<file path="src/rtl/operand_exec_seq.sv">
// operand_exec_seq
// Sequencer that sits behind an 8x16 register file with one combinational
// read port and one write port.
// It fetches Rn and then Rm into operand registers A and B over two cycles.
// It computes the ALU result into C and updates the {V,N,Z} flags.
// It then writes C back to Rd.
// Sequence: IDLE -> RDA -> RDB -> EXE -> WB -> IDLE.
// Throughput is one instruction every five cycles.
module operand_exec_seq #(
    parameter int W  = 16,
    parameter int RW = 3
) (
    input  logic          clk,
    input  logic          reset_n,
    input  logic          start,
    input  logic [1:0]    op,
    input  logic [RW-1:0] rd,
    input  logic [RW-1:0] rn,
    input  logic [RW-1:0] rm,
    input  logic [W-1:0]  rf_data_out,
    output logic [RW-1:0] rf_readnum,
    output logic [RW-1:0] rf_writenum,
    output logic          rf_write,
    output logic [W-1:0]  rf_data_in,
    output logic [W-1:0]  result,
    output logic [2:0]    status,
    output logic          busy,
    output logic          done
);

    // Opcode encoding
    localparam logic [1:0] OP_ADD = 2'b00;
    localparam logic [1:0] OP_CMP = 2'b01;
    localparam logic [1:0] OP_AND = 2'b10;
    localparam logic [1:0] OP_MVN = 2'b11;

    typedef enum logic [2:0] {
        S_IDLE = 3'd0,
        S_RDA  = 3'd1,
        S_RDB  = 3'd2,
        S_EXE  = 3'd3,
        S_WB   = 3'd4
    } state_t;

    // Signed overflow of a + b: operands agree in sign, sum does not.
    function automatic logic add_overflow(input logic a_msb, input logic b_msb,
                                          input logic s_msb);
        return (a_msb == b_msb) && (s_msb != a_msb);
    endfunction

    // Signed overflow of a - b: operands differ in sign, result sign differs from a.
    function automatic logic sub_overflow(input logic a_msb, input logic b_msb,
                                          input logic d_msb);
        return (a_msb != b_msb) && (d_msb != a_msb);
    endfunction

    // Pack the {V,N,Z} status word for a result.
    function automatic logic [2:0] pack_flags(input logic v, input logic [W-1:0] res);
        return {v, res[W-1], (res == {W{1'b0}})};
    endfunction

    // Sequencer state
    state_t        state_q;

    // Fields latched when a request is accepted
    logic [1:0]    op_q;
    logic [RW-1:0] rd_q;
    logic [RW-1:0] rn_q;
    logic [RW-1:0] rm_q;

    // Operand registers and the result register
    logic [W-1:0]  a_q;
    logic [W-1:0]  b_q;
    logic [W-1:0]  c_q;
    logic [2:0]    status_q;

    // Registered port-side controls
    logic [RW-1:0] readnum_q;
    logic          write_q;
    logic          busy_q;
    logic          done_q;

    // ALU next values for the EXE cycle
    logic [W-1:0]  alu_res_d;
    logic          alu_v_d;
    logic [2:0]    flags_d;

    // ALU: combinational result and overflow from A, B and the latched opcode
    always_comb begin
        alu_res_d = {W{1'b0}};
        alu_v_d   = 1'b0;
        case (op_q)
            OP_ADD: begin
                alu_res_d = a_q + b_q;
                alu_v_d   = add_overflow(a_q[W-1], b_q[W-1], alu_res_d[W-1]);
            end
            OP_CMP: begin
                alu_res_d = a_q - b_q;
                alu_v_d   = sub_overflow(a_q[W-1], b_q[W-1], alu_res_d[W-1]);
            end
            OP_AND: begin
                alu_res_d = a_q & b_q;
                alu_v_d   = 1'b0;
            end
            OP_MVN: begin
                alu_res_d = ~b_q;
                alu_v_d   = 1'b0;
            end
            default: begin
                alu_res_d = {W{1'b0}};
                alu_v_d   = 1'b0;
            end
        endcase
        flags_d = pack_flags(alu_v_d, alu_res_d);
    end

    // Sequencer FSM with all datapath registers and registered controls
    always_ff @(posedge clk) begin
        if (!reset_n) begin
            state_q   <= S_IDLE;
            op_q      <= 2'b00;
            rd_q      <= {RW{1'b0}};
            rn_q      <= {RW{1'b0}};
            rm_q      <= {RW{1'b0}};
            a_q       <= {W{1'b0}};
            b_q       <= {W{1'b0}};
            c_q       <= {W{1'b0}};
            status_q  <= 3'b000;
            readnum_q <= {RW{1'b0}};
            write_q   <= 1'b0;
            busy_q    <= 1'b0;
            done_q    <= 1'b0;
        end else begin
            case (state_q)
                S_IDLE: begin
                    done_q  <= 1'b0;
                    write_q <= 1'b0;
                    if (start) begin
                        op_q      <= op;
                        rd_q      <= rd;
                        rn_q      <= rn;
                        rm_q      <= rm;
                        // Present Rn on the read port for the whole RDA cycle.
                        readnum_q <= rn;
                        busy_q    <= 1'b1;
                        state_q   <= S_RDA;
                    end else begin
                        busy_q  <= 1'b0;
                        state_q <= S_IDLE;
                    end
                end
                S_RDA: begin
                    a_q       <= rf_data_out;
                    readnum_q <= rm_q;
                    state_q   <= S_RDB;
                end
                S_RDB: begin
                    b_q     <= rf_data_out;
                    state_q <= S_EXE;
                end
                S_EXE: begin
                    c_q      <= alu_res_d;
                    status_q <= flags_d;
                    // CMP only sets flags; it never writes back.
                    write_q  <= (op_q != OP_CMP);
                    state_q  <= S_WB;
                end
                S_WB: begin
                    write_q <= 1'b0;
                    busy_q  <= 1'b0;
                    done_q  <= 1'b1;
                    state_q <= S_IDLE;
                end
                default: begin
                    write_q <= 1'b0;
                    busy_q  <= 1'b0;
                    done_q  <= 1'b0;
                    state_q <= S_IDLE;
                end
            endcase
        end
    end

    // A write-back is masked while reset is asserted.
    // This keeps the regfile from capturing on a reset edge.
    assign rf_write    = write_q & reset_n;
    assign rf_writenum = rd_q;
    assign rf_readnum  = readnum_q;
    assign rf_data_in  = c_q;
    assign result      = c_q;
    assign status      = status_q;
    assign busy        = busy_q;
    assign done        = done_q;

endmodule
</file>
<file path="config.mk">
export PLATFORM = sky130hd
export DESIGN_NAME = operand_exec_seq
export DESIGN_NICKNAME = d
export VERILOG_FILES = /design/src/rtl/operand_exec_seq.sv
export SDC_FILE = /design/constraint.sdc
export NUM_CORES = 1
export LEC_CHECK = 0
export CORE_ASPECT_RATIO = 2
export CORE_MARGIN = 8
export CORE_UTILIZATION = 55
export CTS_BUF_LIST = sky130_fd_sc_hd__clkbuf_4 sky130_fd_sc_hd__clkbuf_8 sky130_fd_sc_hd__clkbuf_16
export DETAILED_ROUTE_END_ITERATION = 6
export PLACE_DENSITY = 0.82
export SLEW_MARGIN = 20
export SYNTH_ARGS = -nofsm -noshare
export SYNTH_HDL_FRONTEND = slang
export SYNTH_SLANG_ARGS = --single-unit
</file>
<file path="constraint.sdc">
create_clock -name clk -period 3.8 [get_ports clk]
set_input_delay 0.57 -clock clk [delete_from_list [all_inputs] [get_ports clk]]
set_output_delay 0.57 -clock clk [all_outputs]
set_load 0.01 [all_outputs]
</file>
# --- Word level (Yosys, flattened, before mapping) ---
# Cells that the tools add are included.
classes:
  n_addsub: 2
  n_eq_ne: 13
  muxes: 10
  bitwise_logic: 3
  n_reduce_logical: 11
op_table:
  columns: ["cell", "n"]
  rows:
  - ["$pmux W16 S4", 1]
  - ["$add A16 B16 Y16", 1]
  - ["$and A16 B16 Y16", 1]
  - ["$logic_not A16 Y1", 1]
  - ["$not A16 Y16", 1]
  - ["$sub A16 B16 Y16", 1]
  - ["$pmux W3 S4", 1]
  - ["$eq A3 B2 Y1 const B", 2]
  - ["$pmux W1 S2", 3]
  - ["$pmux W3 S2", 1]
  - ["$eq A2 B2 Y1 const B", 2]
  - ["$reduce_and A2 Y1", 2]
  - ["$reduce_or A2 Y1", 2]
  - ["$eq A3 B1 Y1 const B", 1]
  - ["$eq A3 B3 Y1 const B", 1]
  - ["$logic_not A3 Y1", 1]
  - ["$mux W3", 1]
  - ["$ne A1 B1 Y1", 3]
  - ["$pmux W1 S3", 1]
  - ["$reduce_or A3 Y1", 1]
  - ["$eq A2 B1 Y1 const B", 1]
  - ["$logic_and A1 B1 Y1", 2]
  - ["$logic_not A2 Y1", 1]
  - ["$mux W1", 2]
  - ["other kinds (5)", 5]
totals:
  register_bits: 68
  input_bits: 30
  out_inout_bits: 44
  wordCells: 51

# --- Longest topological paths before layout ---
logic_depth:
  word_depth: 4
  ltp_mapped: 12
  ltp_nobuf: 12

# --- Least setup slack after synthesis ---
# No wires, ideal clock.
synth_path:
  kind: "reg2reg"
  from: "register b_q[4]"
  to: "register status_q[0] (netlist: status[0])"
  setup_time_ns: 0.069
  arrival_ns: 2.786
  t_required_ns: 3.731
  path_slack_ns: 0.945
  path_stages_with_launch: 13
  n_path_buf: 1
  synth_period_minus_slack_ns: 2.855
  cell_sequence: "dfxtp_1 -> inv_1 -> ha_1 -> buf_6 -> or4_4 -> a2111oi_4 -> nor3_2 -> o41ai_2 -> a22oi_1 -> xnor2_1 -> mux2i_1 -> or4_1 -> o21ai_1"
synth_between:
  elab_chain_len: 3
  elab_cells_between_ends: 6
  cone_classes: "2 x add/sub; 1 x mux; 2 x bitwise; 1 x reduce/logical"
synth_rtl:
  columns: ["item", "line_no", "text"]
  rows:
  - ["start: declaration", "73", "logic [W-1:0] b_q;"]
  - ["start signal: assignment", "126", "b_q <= {W{1'b0}};"]
  - ["start signal: assignment", "158", "b_q <= rf_data_out;"]
  - ["$sub A16 B16 Y16, or another cell as far along", "98", "alu_res_d = a_q - b_q;"]
  - ["$pmux W16 S4 (*)", "92", "case (op_q)"]
  - ["$logic_not A16 Y1 (*)", "59", "return {v, res[W-1], (res == {W{1'b0}})};"]
  - ["end signal: assignment", "163", "status_q <= flags_d;"]
  - ["end: declaration", "75", "logic [2:0] status_q;"]
# Mark *: on every way between the ends. The rest lies on a longest branch, timed or not.
# A chain may end at the register's enable or synchronous reset.

# --- Worst setup path in the final report ---
layout_path:
  from: "register b_q[6]"
  to: "register status_q[0] (netlist: status[0])"
# Same word-level chain as after synthesis.

==> summary by stage <==
Clock tree
At the later pin of the worst-skew pair, clock insertion delay measures 0.34 ns. The clock passes through at most 2 buffers. The number of buffers inserted during clock tree synthesis is 9.

The number of hold-repair buffers added at the cts stage is 0. CTS built an H-tree with a depth of 3. The clock drives 67 sinks. Clock tree synthesis selected as its root buffer the cell clkbuf_16.

In this run the post-CTS setup repair buffer count came out at 0. TritonCTS built the clock tree. The clock transition time at the flip-flop clock pins of the worst setup and hold paths is 0.06 ns. Post-CTS repair changed the size of 0 cells.

Min path
The class of the tightest hold or removal check is reg -> reg. The worst hold path passes through 2 cells.

Power
The largest voltage drop on the vdd net is 0.355 mV. Summed over all nets, the switching power comes to 902 uW. The total design power is 2.62 mW. The standby leakage power is ~2.2 nW.

The internal power of the cells is around 1.7 mW. The clock network fraction of design power is 35.4%. The sequential power share is 31.1%. The power density of the placed cells is 470 nW/um2.

Net switching is 34.4% of the power. The combinational share of power is 33.5%.

Timing
Counting I/O delays and the setup requirement, the final critical path takes ~3.2 ns. The worst-margin pin slew is 0.977 ns. Setup slack on the critical path of the routed design comes to 0.597 ns. The post-route fraction of the period consumed by the critical path is 84.3%. The total negative setup slack is 0 ns. The worst-case headroom to the max-slew limit is 34.9%. Based on the critical path, the design can be clocked at up to between 0.3 and 0.4 GHz. The setup clock skew after layout is 0.00449 ns. The number of pins exceeding their max-slew limit in the final report was 0.

Setup repair after global routing left no endpoint under its margin. The hold violation total from the final report is 0. Setup violations remaining at the end of the flow were counted as 0.

Logic synthesis
After synthesis, flip-flops and latches occupy 29.1% of the total area. The number of nets in the synthesized netlist is 684. The synthesized instance count is about 620. The number of warnings printed during yosys synthesis is 0.

The synthesized area per cell is 7.42 um2. Synthesis inferred 67 register bits. Synthesis instantiated 70 different standard cells from the library. The most used flip-flop cell after synthesis is dfxtp_1. After synthesis, the share of flip-flops with an asynchronous set or reset is 0%. The netlist area before placement is between 4000 and 5000 um2.

Counting flops with a built-in enable in the synthesized netlist gives 0.

Setup path
In this run the worst path has a maximum fanout of 12. The data arrival time of the critical path is 3.48 ns. For the worst flop-to-flop path, the logic depth is 11.

The worst endpoint required time is approximately 4.1 ns. The critical path is of the reg -> reg type. The type of origin of the critical path is a flop. The kind of capture point of the worst setup path is a flop.

Global route
The total overflow left after global routing is 0. The number of global-route vias before repair was 4469. Entering global routing, the biggest net connects 43 pins. The initial antenna violation count came to 0. Across every metal layer, demand over resource in global routing totals 23.4%. The first global-routing pass estimated 21.9 mm of wire.

Floorplan
The horizontal extent of the die is ~80 um. The core region is between 8000 and 9000 um2. The starting density of the core is 55.9%. The die outline area is 11700 um2. The top-level port count is 74. The floorplan die height is 145 um. The number of standard-cell rows in the floorplan is 47.

Layout
The repair_antennas step left the layout with diodes totalling 0. In the final layout, the multi-input gates occupy 2870 um2. The top cell types in the final layout, fill and taps aside, are nand2_1 (128), clkdlybuf4s50_1 (73), a21oi_1 (68), dfxtp_1 (67), nor2_1 (43). Leaving out fill and tap cells, the most frequent cell in the layout is nand2_1. The fill cell instance count of the final layout is 716. The area growth from synthesis to layout is 21.2%. The fraction of layout instances using a drive strength above 1 is under 10%. The total number of nets in the final design is 722. Leaving out filler cells and counting taps, the final layout contains roughly 760.

The footprint of the flip-flops and latches is 1340 um2.

Routing
In this run the top signal layer used is met4. The average wire per cell in the routed design is 17.7 um. For this block, wires on met1 add up to 4.94 mm.

The via count of the routed design is roughly 4500. The final routed DRC violation total is 0. Summed over all layers, the routed wires come to 13.5 mm.

The met3 layer wire length in the routed design is 790 um. The residual antenna-violating net count after detailed routing is 0. The iteration count of the initial detailed-routing pass is 5. After detailed routing, the number of vias per cell comes to 5.97. In the detailed route, the total length drawn on met2 is 7.27 mm. The count of routing violations after the opening detailed-route iteration is just over 300.

Placement
The HPWL after detailed placement is between 10 and 15 mm. Timing analysis after detailed placement gives a worst setup slack of a little over 0.6 ns. At the end of routability-driven placement, the weighted congestion stood at ~0.95. In this run, placement finished with an instance count of 746. The quantity of I/O buffers inserted on ports is 73.

Run status
The flow ran to the end, and the final reports show no timing, DRC or antenna violations.

Run
The max-cap violation count is 0.
==> power groups by stage <==
stage	logic [mW]	registers, mW	clock network (mW)
final	0.878	0.815	0.929
after global routing	0.965	0.824	0.971
after CTS	0.872	0.813	0.944
after detailed placement	0.866	0.828	0
after global placement	0.846	0.823	0
after floorplan	0.616	0.819	0
==> sequential cells by signal, indices dropped and copies added (netlist names) <==
name         cells
result          15
op_q             2
rm_q             3
write_q          1
state_q          3
a_q             16
status           3
rf_readnum       3
done             1
b_q             16
rf_writenum      3
busy             1
==> path summary, 6_finish.rpt <==
path,slack [ns],to,from
worst max-delay path,0.60,status[0],b_q[6]
worst min-delay path,0.45,rf_writenum[2],rf_writenum[2]
worst max register to register,0.60,status[0],b_q[6]
worst min register to register,0.45,rf_writenum[2],rf_writenum[2]
==> metrics by stage <==
step,hold WS [ns],cell area [um2],util [%]
after global routing,0.481,5580,67.8
after detailed placement,0.448,5240,63.6
final,0.453,5580,67.8
after global placement,0.443,5240,63.6
after floorplan,0.436,4610,-
after CTS,0.456,5580,67.7
==> metal layers <==
layer	up-vias	global-route usage (%)
met5	-	0
met4	0	12.3
met3	37	4.89
met2	161	42.3
met1	2123	23.6
li1	2225	-
==> cell usage after synthesis, types with 9 or more instances <==
cell type | number | area, um2
and2_1 | 10 | 62.6
nand3_1 | 11 | 55.1
inv_1 | 35 | 131
mux2i_1 | 9 | 90.1
nand2_1 | 128 | 480
a21oi_1 | 68 | 340
clkbuf_1 | 26 | 97.6
ha_1 | 31 | 388
nor2_1 | 43 | 161
o21ai_0 | 20 | 100
buf_4 | 17 | 128
dfxtp_1 | 67 | 1340
nand2b_1 | 11 | 68.8
==> layout make-up <==
class	count	area share, %
Multi-Input combinational cell	465	51.3
Sequential cell	67	24.0
Tap cell	98	2.20
Timing Repair Buffer	80	14.0
Clock inverter	5	1.50
Clock buffer	11	4.53
Inverter	36	2.42
==> critical path, cell delays in order (launching register included) <==
cell	delay (ns)
dfxtp_1	0.38
inv_1	0.06
ha_1	0.43
or4_4	0.60
a2111oi_4	0.30
nor3_2	0.14
o21ai_2	0.21
o31ai_1	0.10
a221oi_2	0.28
nand4_1	0.13
or4_1	0.40
o21ai_1	0.11
==> cells by family (layout without fill, tap and decap cells) <==
kind of cell / count (synthesis) / count (layout) / synth area share (%)
xor gates and xnor gates: 6 / 6 / 1.14
AOI/OAI and AO/OA: 170 / 170 / 24.7
muxes: 11 / 11 / 2.69
adders and majority gates: 33 / 33 / 9.29
buffers and inverters: 89 / 132 / 8.99
and+or+nand+nor: 245 / 245 / 24.0
DFF: 67 / 67 / 29.1
No activity file was read; power rests on OpenSTA's default activity.
